### config.mk
export PLATFORM = sky130hd
export DESIGN_NAME = entrada_operandos_ula_flat
export DESIGN_NICKNAME = d
export VERILOG_FILES = /design/src/rtl/entrada_operandos_ula_if.sv /design/src/rtl/entrada_operandos_ula.sv /design/src/flat_wrapper.sv
export SDC_FILE = /design/constraint.sdc
export NUM_CORES = 1
export LEC_CHECK = 0
export ABC_CLOCK_PERIOD_IN_PS = 1600
export BUFFER_PORTS_ARGS = -buffer_cell sky130_fd_sc_hd__buf_2
export CAP_MARGIN = 20
export CELL_PAD_IN_SITES_DETAIL_PLACEMENT = 0
export CELL_PAD_IN_SITES_GLOBAL_PLACEMENT = 2
export CORE_ASPECT_RATIO = 1.1
export CORE_UTILIZATION = 35
export DETAILED_ROUTE_END_ITERATION = 10
export GPL_TIMING_DRIVEN = 0
export PLACE_DENSITY = 0.78
export SYNTH_ARGS = -nofsm -noshare
export SYNTH_HDL_FRONTEND = slang
export SYNTH_SLANG_ARGS = --single-unit
### constraint.sdc
create_clock -name clk -period 1.6 [get_ports clk]
set_input_delay 0.4 -clock clk [delete_from_list [all_inputs] [get_ports clk]]
set_output_delay 0.4 -clock clk [all_outputs]
set_load 0.02 [all_outputs]
### src/rtl/entrada_operandos_ula_if.sv
// Switch/button inputs and registered ULA operand outputs of the operand-entry controller.
// The slave modport is the controller's view; the master modport is the board/bench view.
interface entrada_operandos_ula_if;
  logic [3:0] SW_dado;
  logic       SW_cin;
  logic       BTN_confirma_n;
  logic       BTN_cancela_n;
  logic [3:0] A_out;
  logic [3:0] B_out;
  logic       Cin_out;
  logic [2:0] OP_out;
  logic       op_valida;
  logic [1:0] etapa;
  logic       LED_erro_op;

  modport slave (
    input  SW_dado, SW_cin, BTN_confirma_n, BTN_cancela_n,
    output A_out, B_out, Cin_out, OP_out, op_valida, etapa, LED_erro_op
  );

  modport master (
    output SW_dado, SW_cin, BTN_confirma_n, BTN_cancela_n,
    input  A_out, B_out, Cin_out, OP_out, op_valida, etapa, LED_erro_op
  );
endinterface

### src/rtl/entrada_operandos_ula.sv
// Operand-entry controller for the 4-bit ULA: debounced confirm/cancel buttons step
// through A, B/Cin and op code, holding the registered set stable for the ULA.
module entrada_operandos_ula #(
  parameter int DEBOUNCE_CICLOS = 500000
) (
  input  logic                   clk,
  input  logic                   rst_n,
  entrada_operandos_ula_if.slave bus
);

  localparam int              CNT_W   = $clog2(DEBOUNCE_CICLOS + 1);
  localparam logic [CNT_W-1:0] CNT_MAX = CNT_W'(DEBOUNCE_CICLOS - 1);

  typedef enum logic [1:0] {
    E_A      = 2'b00,
    E_B      = 2'b01,
    E_OP     = 2'b10,
    E_PRONTO = 2'b11
  } etapa_t;

  // Bit 0 is the confirm button, bit 1 the cancel button; both share one path.
  logic [1:0]       btn_raw;
  logic [1:0]       sync_p0;
  logic [1:0]       sync_p1;
  logic [1:0]       st_p2;
  logic [1:0]       st_d_p2;
  logic [CNT_W-1:0] cnt_p2 [2];
  logic [1:0]       pulse_p3;

  logic             conf;
  logic             canc;

  etapa_t           estado;
  etapa_t           estado_next;
  logic             ld_a;
  logic             ld_b;
  logic             ld_op;
  logic             erro_next;

  logic [3:0]       a_p4;
  logic [3:0]       b_p4;
  logic             cin_p4;
  logic [2:0]       op_p4;
  logic             vld_p4;
  logic             erro_p4;

  assign btn_raw = {bus.BTN_cancela_n, bus.BTN_confirma_n};

  // Stage p0/p1: two-flop synchronizer. Stage p2: stable level with run-length counter.
  // Stage p3: press pulse from the registered 1->0 transition of the stable level.
  always_ff @(posedge clk) begin
    if (!rst_n) begin
      sync_p0   <= 2'b11;
      sync_p1   <= 2'b11;
      st_p2     <= 2'b11;
      st_d_p2   <= 2'b11;
      pulse_p3  <= 2'b00;
      cnt_p2[0] <= '0;
      cnt_p2[1] <= '0;
    end else begin
      sync_p0  <= btn_raw;
      sync_p1  <= sync_p0;
      st_d_p2  <= st_p2;
      pulse_p3 <= st_d_p2 & ~st_p2;
      for (int i = 0; i < 2; i++) begin
        if (sync_p1[i] == st_p2[i]) begin
          cnt_p2[i] <= '0;
        end else if (cnt_p2[i] == CNT_MAX) begin
          st_p2[i]  <= sync_p1[i];
          cnt_p2[i] <= '0;
        end else begin
          cnt_p2[i] <= cnt_p2[i] + CNT_W'(1);
        end
      end
    end
  end

  assign conf = pulse_p3[0];
  assign canc = pulse_p3[1];

  // Stage p4: entry FSM and the operand registers it loads.
  always_ff @(posedge clk) begin
    if (!rst_n) begin
      estado <= E_A;
    end else begin
      estado <= estado_next;
    end
  end

  always_comb begin
    estado_next = estado;
    ld_a        = 1'b0;
    ld_b        = 1'b0;
    ld_op       = 1'b0;
    erro_next   = erro_p4;
    if (canc) begin
      // Cancel dominates a coincident confirm, which is simply dropped.
      estado_next = E_A;
      erro_next   = 1'b0;
    end else if (conf) begin
      unique case (estado)
        E_A: begin
          ld_a        = 1'b1;
          estado_next = E_B;
        end
        E_B: begin
          ld_b        = 1'b1;
          estado_next = E_OP;
        end
        E_OP: begin
          if (bus.SW_dado[2:0] == 3'b111) begin
            erro_next = 1'b1;
          end else begin
            ld_op       = 1'b1;
            erro_next   = 1'b0;
            estado_next = E_PRONTO;
          end
        end
        E_PRONTO: begin
          estado_next = E_A;
        end
        default: estado_next = E_A;
      endcase
    end
  end

  always_ff @(posedge clk) begin
    if (!rst_n) begin
      a_p4    <= '0;
      b_p4    <= '0;
      cin_p4  <= 1'b0;
      op_p4   <= '0;
      vld_p4  <= 1'b0;
      erro_p4 <= 1'b0;
    end else begin
      if (ld_a) begin
        a_p4 <= bus.SW_dado;
      end
      if (ld_b) begin
        b_p4   <= bus.SW_dado;
        cin_p4 <= bus.SW_cin;
      end
      if (ld_op) begin
        op_p4 <= bus.SW_dado[2:0];
      end
      vld_p4  <= (estado_next == E_PRONTO);
      erro_p4 <= erro_next;
    end
  end

  assign bus.A_out       = a_p4;
  assign bus.B_out       = b_p4;
  assign bus.Cin_out     = cin_p4;
  assign bus.OP_out      = op_p4;
  assign bus.op_valida   = vld_p4;
  assign bus.etapa       = estado;
  assign bus.LED_erro_op = erro_p4;

endmodule
### src/flat_wrapper.sv
// flat-port wrapper written by rule: the top's interface ports become plain ports
module entrada_operandos_ula_flat 
#(
  parameter int DEBOUNCE_CICLOS = 500000
)
  (clk, rst_n, bus_SW_dado, bus_SW_cin, bus_BTN_confirma_n, bus_BTN_cancela_n, bus_A_out, bus_B_out, bus_Cin_out, bus_OP_out, bus_op_valida, bus_etapa, bus_LED_erro_op);
  entrada_operandos_ula_if bus_i ();
  input  logic clk;
  input  logic rst_n;
  input wire logic [$bits(bus_i.SW_dado)-1:0] bus_SW_dado;
  input wire logic [$bits(bus_i.SW_cin)-1:0] bus_SW_cin;
  input wire logic [$bits(bus_i.BTN_confirma_n)-1:0] bus_BTN_confirma_n;
  input wire logic [$bits(bus_i.BTN_cancela_n)-1:0] bus_BTN_cancela_n;
  output wire logic [$bits(bus_i.A_out)-1:0] bus_A_out;
  output wire logic [$bits(bus_i.B_out)-1:0] bus_B_out;
  output wire logic [$bits(bus_i.Cin_out)-1:0] bus_Cin_out;
  output wire logic [$bits(bus_i.OP_out)-1:0] bus_OP_out;
  output wire logic [$bits(bus_i.op_valida)-1:0] bus_op_valida;
  output wire logic [$bits(bus_i.etapa)-1:0] bus_etapa;
  output wire logic [$bits(bus_i.LED_erro_op)-1:0] bus_LED_erro_op;
  assign bus_i.SW_dado = bus_SW_dado;
  assign bus_i.SW_cin = bus_SW_cin;
  assign bus_i.BTN_confirma_n = bus_BTN_confirma_n;
  assign bus_i.BTN_cancela_n = bus_BTN_cancela_n;
  assign bus_A_out = bus_i.A_out;
  assign bus_B_out = bus_i.B_out;
  assign bus_Cin_out = bus_i.Cin_out;
  assign bus_OP_out = bus_i.OP_out;
  assign bus_op_valida = bus_i.op_valida;
  assign bus_etapa = bus_i.etapa;
  assign bus_LED_erro_op = bus_i.LED_erro_op;
  entrada_operandos_ula #(.DEBOUNCE_CICLOS(DEBOUNCE_CICLOS)) u_core (.clk(clk), .rst_n(rst_n), .bus(bus_i));
endmodule
* Word-level counts from Yosys, hierarchy flattened
Memories as Yosys holds them, arrays and structs flattened. Index checks and enable logic that the tools add are counted.
Storage, ports and cells: flip-flop bits (word level) 26, memory bits (writable) 38, input bits 9, output and inout port bits 16, logic and storage cells 85, memories kept 1
Operators by class: add/subtract/negate cells 2, eq/ne operators 9, muxes and demuxes 44, bitwise operators 11, reductions and logical operators 5
Memory list:
- u_core.cnt_p2 | words 2, width 19, read ports 2, clocked after Yosys merged registers in 0, write ports 2, line entrada_operandos_ula.sv:27 | logic [CNT_W-1:0] cnt_p2 [2];
Operators by type and width (number):
- $mux 19 | 6
- $add 19x1->19 const B | 2
- $eq 19x19->1 const B | 2
- $mux 1 | 34
- $pmux 2 s4 | 1
- $eq 2x2->1 const B | 3
- $mux 2 | 3
- $or 1x1->1 | 6
- $reduce_and 2->1 | 3
- $eq 3x3->1 const B | 1
- $not 1->1 | 3
- $and 2x2->2 | 1
- $eq 1x1->1 | 2
- $eq 2x1->1 const B | 1
- $logic_not 2->1 | 1
- $not 2->2 | 1
- $reduce_or 2->1 | 1

* Logic depth before layout (Yosys ltp)
Gate-level depths: netlist of run 1.
word-level depth 7, gate-level depth with buffers 6, gate-level depth less buffers 6

* Least setup slack after synthesis of run 1
No wires, ideal clock.
kind reg-to-reg, start memory u_core.cnt_p2[0][11] in the netlist's numbering, end memory u_core.cnt_p2[0][10] in the netlist's numbering (data pin), setup time 0.257 ns, data arrival time 1.483 ns, data required time 1.343 ns, path slack -0.140 ns, stages on the path, launching flop included 6, path buffers 1, clock period less this slack 1.740 ns, cells stage by stage edfxtp_1 nor4b_1 nand4_1 o21ai_2 buf_2 nor2_1
RTL lines (line):
- from (decl) | entrada_operandos_ula.sv:27

==> impl_metrics.py, run 1 <==
metrics = {
    "worst_hold_path": {
        "worst_hold_path_type": "in2reg",
    },
    "sta": {
        "finalSetupViolCount": 33,
        "hold_viol": 0,
        "min_period_ns": 1.71,
        "period_share_pct": 107,
        "worst_clock_skew_ns": 0.00631,
        "max_clock_freq_mhz": 585,
        "final.setup.worst_slack_ns": -0.110,
        "rsz0062_at_grt": "yes",
        "report.final.slew_viol_count": 0,
    },
    "synthesis": {
        "ys_dominant_reg_cell": "sky130_fd_sc_hd__edfxtp_1",
        "avgSynthCellArea_sq_um": 10.5,
        "synth.lib_cells_used.distinct": 46,
        "synth_area_sq_mm": 0.00317,
        "flops_latches_synth": 64,
        "synth_seq_area_share_pct": 52.4,
        "edff_count_synth": 38,
        "netlist_instances": 302,
        "ys_warn_count": 0,
        "synth-async-reset-ratio_pct": 0,
    },
    "global_route": {
        "global_route.usage.met1_pct": 18.8,
        "vias_in_the_first_global_route": 2420,
        "globalRouteTotalUtil_pct": 15.3,
        "grt.met3_usage_pct": 2.90,
        "grt_first_pass_wirelength_um": 11100,
        "globalRouteOverflowTotal": 0,
        "grt.busiest_layer": "met2",
        "antenna_violations_before_repair": 0,
        "grt_start_max_net_pins": 13,
        "met2_usage_pct": 25.9,
    },
    "finish": {
        "num_antenna_cells": 0,
        "final_util_pct": 49.9,
        "final_layout_size_suffix_gt1_share_pct": 31.8,
        "layout.cells.most_common": "sky130_fd_sc_hd__buf_4",
        "layout-area-overhead-vs-synth_pct": 39.0,
        "final_cell_mix": "sky130_fd_sc_hd__buf_4, sky130_fd_sc_hd__edfxtp_1, sky130_fd_sc_hd__conb_1",
        "fillers": 886,
        "nNetsFinal": 431,
    },
    "floorplan": {
        "initial_core_utilization_pct": 35.9,
        "std_cell_rows": 36,
        "width_of_the_chip_um": 92.7,
        "die_height_um": 102,
        "fp.coreArea_sq_mm": 0.00883,
        "die_area_sq_mm": 0.00944,
        "ioPinCount": 25,
    },
    "clock_network": {
        "insertion_delay_ns": 0.34,
        "clockBufferDepth": 2,
        "clock_tree.htree_level_count": 3,
        "clock_tree.root_cell": "sky130_fd_sc_hd__clkbuf_8",
        "tritoncts_num_sinks": 64,
        "tritoncts_buffer_count": 9,
        "worst_setup_hold_path_clk_slew_ns": 0.07,
        "cts_tree": "yes",
        "cts_hold_buf": 0,
    },
    "drt": {
        "dr.first_iter.drc_count": 69,
        "post_drt_via_cell_ratio": 4.58,
        "drt_wl_total_um": 6650,
        "final_antenna_net_count": 0,
        "dr.pass1.iters": 4,
        "route.detailed.drc": 0,
        "wirelength_per_cell_um": 12.4,
        "detailroute.via_count": 2454,
    },
    "setup_path": {
        "timing.critical_path.from_type": "flip-flop",
        "crit_arrival_ns": 1.80,
        "biggest_fanout_along_the_worst_timing_path": 6,
        "worstPathRequired_ns": 1.69,
        "worstSetupPathType": "reg2reg",
        "critPathCaptureType": "flip-flop",
    },
    "placement": {
        "buffer_ports.inserted": 24,
        "place_congestion": 0.742,
        "place_hpwl_um": 4280,
    },
    "power": {
        "share_comb_of_total_power_pct": 6.1,
        "p_per_cell_area_mw_per_mm2": 824,
        "total_power_mw": 3.63,
        "power.ir.vdd_worst_v": 0.000506,
        "internal_power_mw": 2.79,
        "leakage_nw": 1.71,
        "power_switching_share_pct": 23.1,
        "clkPwrFrac_pct": 43.3,
        "power.net_switching_mw": 0.839,
        "flop_pwr_share_pct": 50.5,
    },
    "outcome": {
        "status": "finished with violations",
        "violated_checks": "negative setup slack",
    },
    "job": {
        "maxCapViolations": 0,
    },
}
## synth_stat cells (2+ instances only)
library cell,instances,area (sq um)
sky130_fd_sc_hd__and3_1,5,31.3
sky130_fd_sc_hd__clkbuf_1,3,11.3
sky130_fd_sc_hd__nor2_1,41,154
sky130_fd_sc_hd__dfxtp_1,26,521
sky130_fd_sc_hd__buf_2,5,25.0
sky130_fd_sc_hd__or3_1,4,25.0
sky130_fd_sc_hd__mux2i_1,10,100
sky130_fd_sc_hd__a21oi_1,6,30.0
sky130_fd_sc_hd__xnor2_1,19,166
sky130_fd_sc_hd__ha_1,5,62.6
sky130_fd_sc_hd__o21ai_0,4,20.0
sky130_fd_sc_hd__nor3_1,5,25.0
sky130_fd_sc_hd__nand4_1,8,50.1
sky130_fd_sc_hd__or2_1,2,12.5
sky130_fd_sc_hd__a21boi_0,6,45.0
sky130_fd_sc_hd__nand2b_1,6,37.5
sky130_fd_sc_hd__inv_1,13,48.8
sky130_fd_sc_hd__nand3_4,2,35.0
sky130_fd_sc_hd__xor2_1,9,78.8
sky130_fd_sc_hd__nand2_1,21,78.8
sky130_fd_sc_hd__edfxtp_1,38,1140
sky130_fd_sc_hd__nor4b_1,3,26.3
sky130_fd_sc_hd__nand4_2,2,25.0
sky130_fd_sc_hd__nor2b_1,9,56.3
sky130_fd_sc_hd__nor4_1,8,50.1
sky130_fd_sc_hd__o31ai_1,2,15.0
sky130_fd_sc_hd__and2_1,4,25.0
sky130_fd_sc_hd__nand3_1,18,90.1
## per-stage QoR
stage          std cells  setup WS, ns  instance area (sq um)  TNS (ns)  hold WS (ns)
3_5_place_dp         477        -0.415                   3640    -10.18         0.394
3_3_place_gp         477        -0.416                   3640    -10.41         0.391
2_1_floorplan        339       -0.0792                   3380    -0.783         0.386
5_1_grt              536        -0.208                   4410     -6.38         0.230
4_1_cts              531       -0.0995                   4260     -2.28         0.216
6_report             536        -0.110                   4410     -2.82         0.236
## cell type report
class | count | area (sq um) | area share, %
Multi-Input combinational cell | 254 | 1800 | 40.8
Inverter | 13 | 48.8 | 1.11
Buffer | 7 | 51.3 | 1.16
Clock buffer | 13 | 213 | 4.83
Sequential cell | 64 | 1660 | 37.7
Clock inverter | 3 | 23.8 | 0.539
Timing Repair Buffer | 68 | 469 | 10.6
Tap cell | 114 | 143 | 3.24
## worst max-delay path, cell delays in order, from the launching register on
cell and delay, ns:
sky130_fd_sc_hd__edfxtp_1 0.43, sky130_fd_sc_hd__nor4b_2 0.28, sky130_fd_sc_hd__nand4_1 0.21, sky130_fd_sc_hd__o21ai_4 0.32, sky130_fd_sc_hd__buf_6 0.18, sky130_fd_sc_hd__nor2_2 0.04
## per-layer routing
| metal | share of wire (%) | wire length, um |
|---|---|---|
| met1 | 46 | 3040 |
| met2 | 51 | 3390 |
| met3 | 1.8 | 120 |
| met4 | 1.6 | 105 |
| met5 | 0 | 0 |
## power by group through the flow
stage	clock network (mW)	logic, mW	registers (mW)
finish	1.57	0.222	1.84
global route	1.69	0.245	1.84
CTS	1.63	0.195	1.83
detailed placement	0	0.133	1.88
global placement	0	0.133	1.88
floorplan	0	0.101	1.87
## sequential cells by signal (all words and copies together) (netlist names), 3 cells and up
| register | cells |
|---|---|
| u_core.bus.OP_out | 3 |
| u_core.bus.B_out | 4 |
| u_core.cnt_p2 | 38 |
| u_core.bus.A_out | 4 |
## final timing paths
kind	depth (start not counted)	end	slack [ns]	from
max	5	u_core.cnt_p2[0][14]	-0.11	u_core.cnt_p2[0][11]
min	2	u_core.sync_p0[0]	0.24	bus_BTN_confirma_n
max reg2reg	5	u_core.cnt_p2[0][14]	-0.11	u_core.cnt_p2[0][11]
min reg2reg	1	u_core.sync_p1[0]	0.41	u_core.sync_p0[0]
## timing repair
action	in CTS	in global routing
setup endpoints to repair	37	41
resized for setup	21	24
endpoints found under the hold margin	0	0
buffers inserted	36	7
cloned	2	0
pin swaps	22	19
## cell families after synthesis
group / after synthesis / share of synthesized area, %
adder cells (fa/ha/maj): 5 / 1.97
flip-flops: 64 / 52.4
AND/OR/NAND/NOR: 148 / 26.5
buffers and inverters: 21 / 2.68
other: 1 / 0.118
AO/OA/AOI/OAI: 25 / 5.45
XOR/XNOR: 28 / 7.73
multiplexers: 10 / 3.16
(Power assumes the default switching activity.)
==> run 2: changes to the inputs <==
--- a/config.mk
+++ b/config.mk
@@ -13,6 +13,8 @@
 export CORE_ASPECT_RATIO = 1.1
-export CORE_UTILIZATION = 35
+export CORE_UTILIZATION = 37
+export CTS_BUF_LIST = sky130_fd_sc_hd__clkbuf_4
+export CTS_CLUSTER_DIAMETER = 80
 export DETAILED_ROUTE_END_ITERATION = 10
 export GPL_TIMING_DRIVEN = 0
-export PLACE_DENSITY = 0.78
+export PLACE_DENSITY = 0.81
 export SYNTH_ARGS = -nofsm -noshare
==> constraint.sdc (replaced) <==
create_clock -name clk -period 1.6 [get_ports clk]
set_input_delay 0.08 -clock clk [delete_from_list [all_inputs] [get_ports clk]]
set_output_delay 0.08 -clock clk [all_outputs]
set_load 0.02 [all_outputs]
==> run 2 against run 1 <==
Against the previous run: the run still ends with negative setup slack left; final cell count up 1.9%; global-route usage up 0.44 points; total power shrank 8.1%; largest power group unchanged; combinational power is 5% higher; die area shrank 5.3%; highest routed layer unchanged; non-clock buffer count up 13; worst setup slack improved by 0.0051 ns; via count rose by 2.5%; sequential power about the same; worst hold slack improved by 0.16 ns.
==> impl_metrics.py, run 2 (synthesis results as in run 1) <==
metrics = {
    "outcome": {
        "status": "finished with violations",
        "violated_checks": "negative setup slack",
    },
    "placement": {
        "place_congestion": 0.714,
        "preCtsSetupSlack_ns": -0.517,
        "buffer_ports.inserted": 24,
        "place_hpwl_um": 4250,
        "placedCellCount": 474,
    },
    "power": {
        "p_per_cell_area_mw_per_mm2": 745,
        "leakage_nw": 1.73,
        "power.ir.vdd_worst_v": 0.000540,
    },
    "clock_network": {
        "clock_tree.root_cell": "sky130_fd_sc_hd__clkbuf_4",
        "tritoncts_num_sinks": 64,
        "tritoncts_buffer_count": 9,
        "worst_setup_hold_path_clk_slew_ns": 0.12,
        "clock_tree.htree_level_count": 3,
        "cts_tree": "yes",
        "insertion_delay_ns": 0.40,
        "clockBufferDepth": 2,
    },
    "finish": {
        "final_cell_mix": "sky130_fd_sc_hd__buf_4, sky130_fd_sc_hd__edfxtp_1, sky130_fd_sc_hd__conb_1",
        "final_layout_size_suffix_gt1_share_pct": 33.8,
        "num_antenna_cells": 0,
        "largest_register_ff_count": 38,
        "nNetsFinal": 444,
        "largest-register": "u_core.cnt_p2",
        "layoutNonFillerInstCount": 546,
        "layout-area-overhead-vs-synth_pct": 41.4,
    },
    "global_route": {
        "globalRouteOverflowTotal": 0,
        "vias_in_the_first_global_route": 2434,
        "grt_first_pass_wirelength_um": 11300,
        "grt_start_max_net_pins": 13,
        "globalRouteTotalUtil_pct": 15.7,
        "antenna_violations_before_repair": 0,
    },
    "sta": {
        "max_clock_freq_mhz": 586,
        "final.setup.worst_slack_ns": -0.105,
        "hold_viol": 0,
        "rsz0062_at_grt": "yes",
        "worst_clock_skew_ns": 0.0152,
        "finalHoldWorstSlack_ns": 0.394,
        "period_share_pct": 107,
        "finalSetupViolCount": 36,
        "setup_tns_ns": -2.11,
        "min_period_ns": 1.71,
        "report.final.slew_viol_count": 0,
    },
    "floorplan": {
        "die_height_um": 99.1,
        "initial_core_utilization_pct": 37.9,
        "std_cell_rows": 35,
        "ioPinCount": 25,
        "die_area_sq_mm": 0.00894,
        "width_of_the_chip_um": 90.3,
        "fp.coreArea_sq_mm": 0.00836,
    },
    "drt": {
        "drt_wl_total_um": 6660,
        "dr.first_iter.drc_count": 65,
        "post_drt_via_cell_ratio": 4.61,
        "dr.pass1.iters": 4,
        "route.detailed.drc": 0,
        "detailroute.via_count": 2516,
        "final_antenna_net_count": 0,
        "wirelength_per_cell_um": 12.2,
    },
    "job": {
        "maxCapViolations": 0,
    },
    "setup_path": {
        "timing.critical_path.from_type": "flip-flop",
        "worstPathRequired_ns": 1.76,
        "crit_arrival_ns": 1.86,
        "worstSetupPathType": "reg2reg",
        "critPathCaptureType": "flip-flop",
        "biggest_fanout_along_the_worst_timing_path": 5,
    },
    "worst_hold_path": {
        "worst_hold_path_type": "in2reg",
    },
}
==> run 2: cell count changes in the layout (fill, tap and decap cells not counted), moves of 3 or more <==
cell,previous run,this run
sky130_fd_sc_hd__a21oi_2,2,6
sky130_fd_sc_hd__clkbuf_16,3,0
sky130_fd_sc_hd__clkbuf_8,10,0
sky130_fd_sc_hd__dlygate4sd3_1,0,8
sky130_fd_sc_hd__a21oi_1,5,1
sky130_fd_sc_hd__buf_6,8,14
sky130_fd_sc_hd__clkbuf_4,0,9
==> run 2: cell type report <==
class                   instances  area [sq um]
plain buffers                   7          51.3
clock buffers                   9          67.6
clock inverters                 7          95.1
fillers                       782          3880
inverters                      13          48.8
multi-input cells             254          1810
flip-flops and latches         64          1660
well taps                     111           139
repair buffers                 81           609
==> run 2: stage by stage <==
stage                     utilization (%)  power [mW]  instance area, sq um
final                                53.6        3.34                  4480
after global routing                 53.6        3.48                  4480
after CTS                            51.0        3.36                  4260
after detailed placement             43.5        2.01                  3640
after global placement               43.5        2.01                  3640
after floorplan                         -        1.97                  3380
==> run 2: worst paths after layout <==
path	startpoint	endpoint	slack, ns	cells after the start
setup reg to reg	u_core.cnt_p2[0][5]	u_core.cnt_p2[0][10]	-0.11	5
hold reg to reg	u_core.st_d_p2[0]	u_core.pulse_p3[0]	0.41	2
hold / removal	bus_BTN_cancela_n	u_core.sync_p0[1]	0.39	3
setup / recovery	u_core.cnt_p2[0][5]	u_core.cnt_p2[0][10]	-0.11	5
==> run 2: per-layer routing <==
| layer | track usage, % | up-vias | routed length [um] |
|---|---|---|---|
| li1 | - | 1287 | - |
| met1 | 19.7 | 1202 | 3110 |
| met2 | 26.5 | 17 | 3340 |
| met3 | 2.39 | 10 | 106 |
| met4 | 7.69 | 0 | 112 |
| met5 | 0 | - | 0 |
==> run 2: power breakdown <==
group | internal (mW) | total [mW] | switching, mW | leakage (nW)
Sequential | 1.79 | 1.84 | 0.0526 | 0.603
Combinational | 0.121 | 0.232 | 0.111 | 1.04
Clock | 0.637 | 1.27 | 0.630 | 0.0879
Total | 2.55 | 3.34 | 0.793 | 1.73
==> run 2: critical path, stage by stage (launching register included) <==
cell and delay [ns]:
sky130_fd_sc_hd__edfxtp_1 0.51, sky130_fd_sc_hd__nor4_2 0.28, sky130_fd_sc_hd__nand4_1 0.20, sky130_fd_sc_hd__o21ai_4 0.26
sky130_fd_sc_hd__buf_6 0.16, sky130_fd_sc_hd__nor2_1 0.05
==> run 2: timing repair <==
action,in CTS,in global routing
gates resized for setup,29,28
pin swaps,25,20
buffers inserted,32,15
hold buffers,8,0
endpoints found under the setup margin,37,41
hold endpoints to repair,16,0
gates cloned,1,1
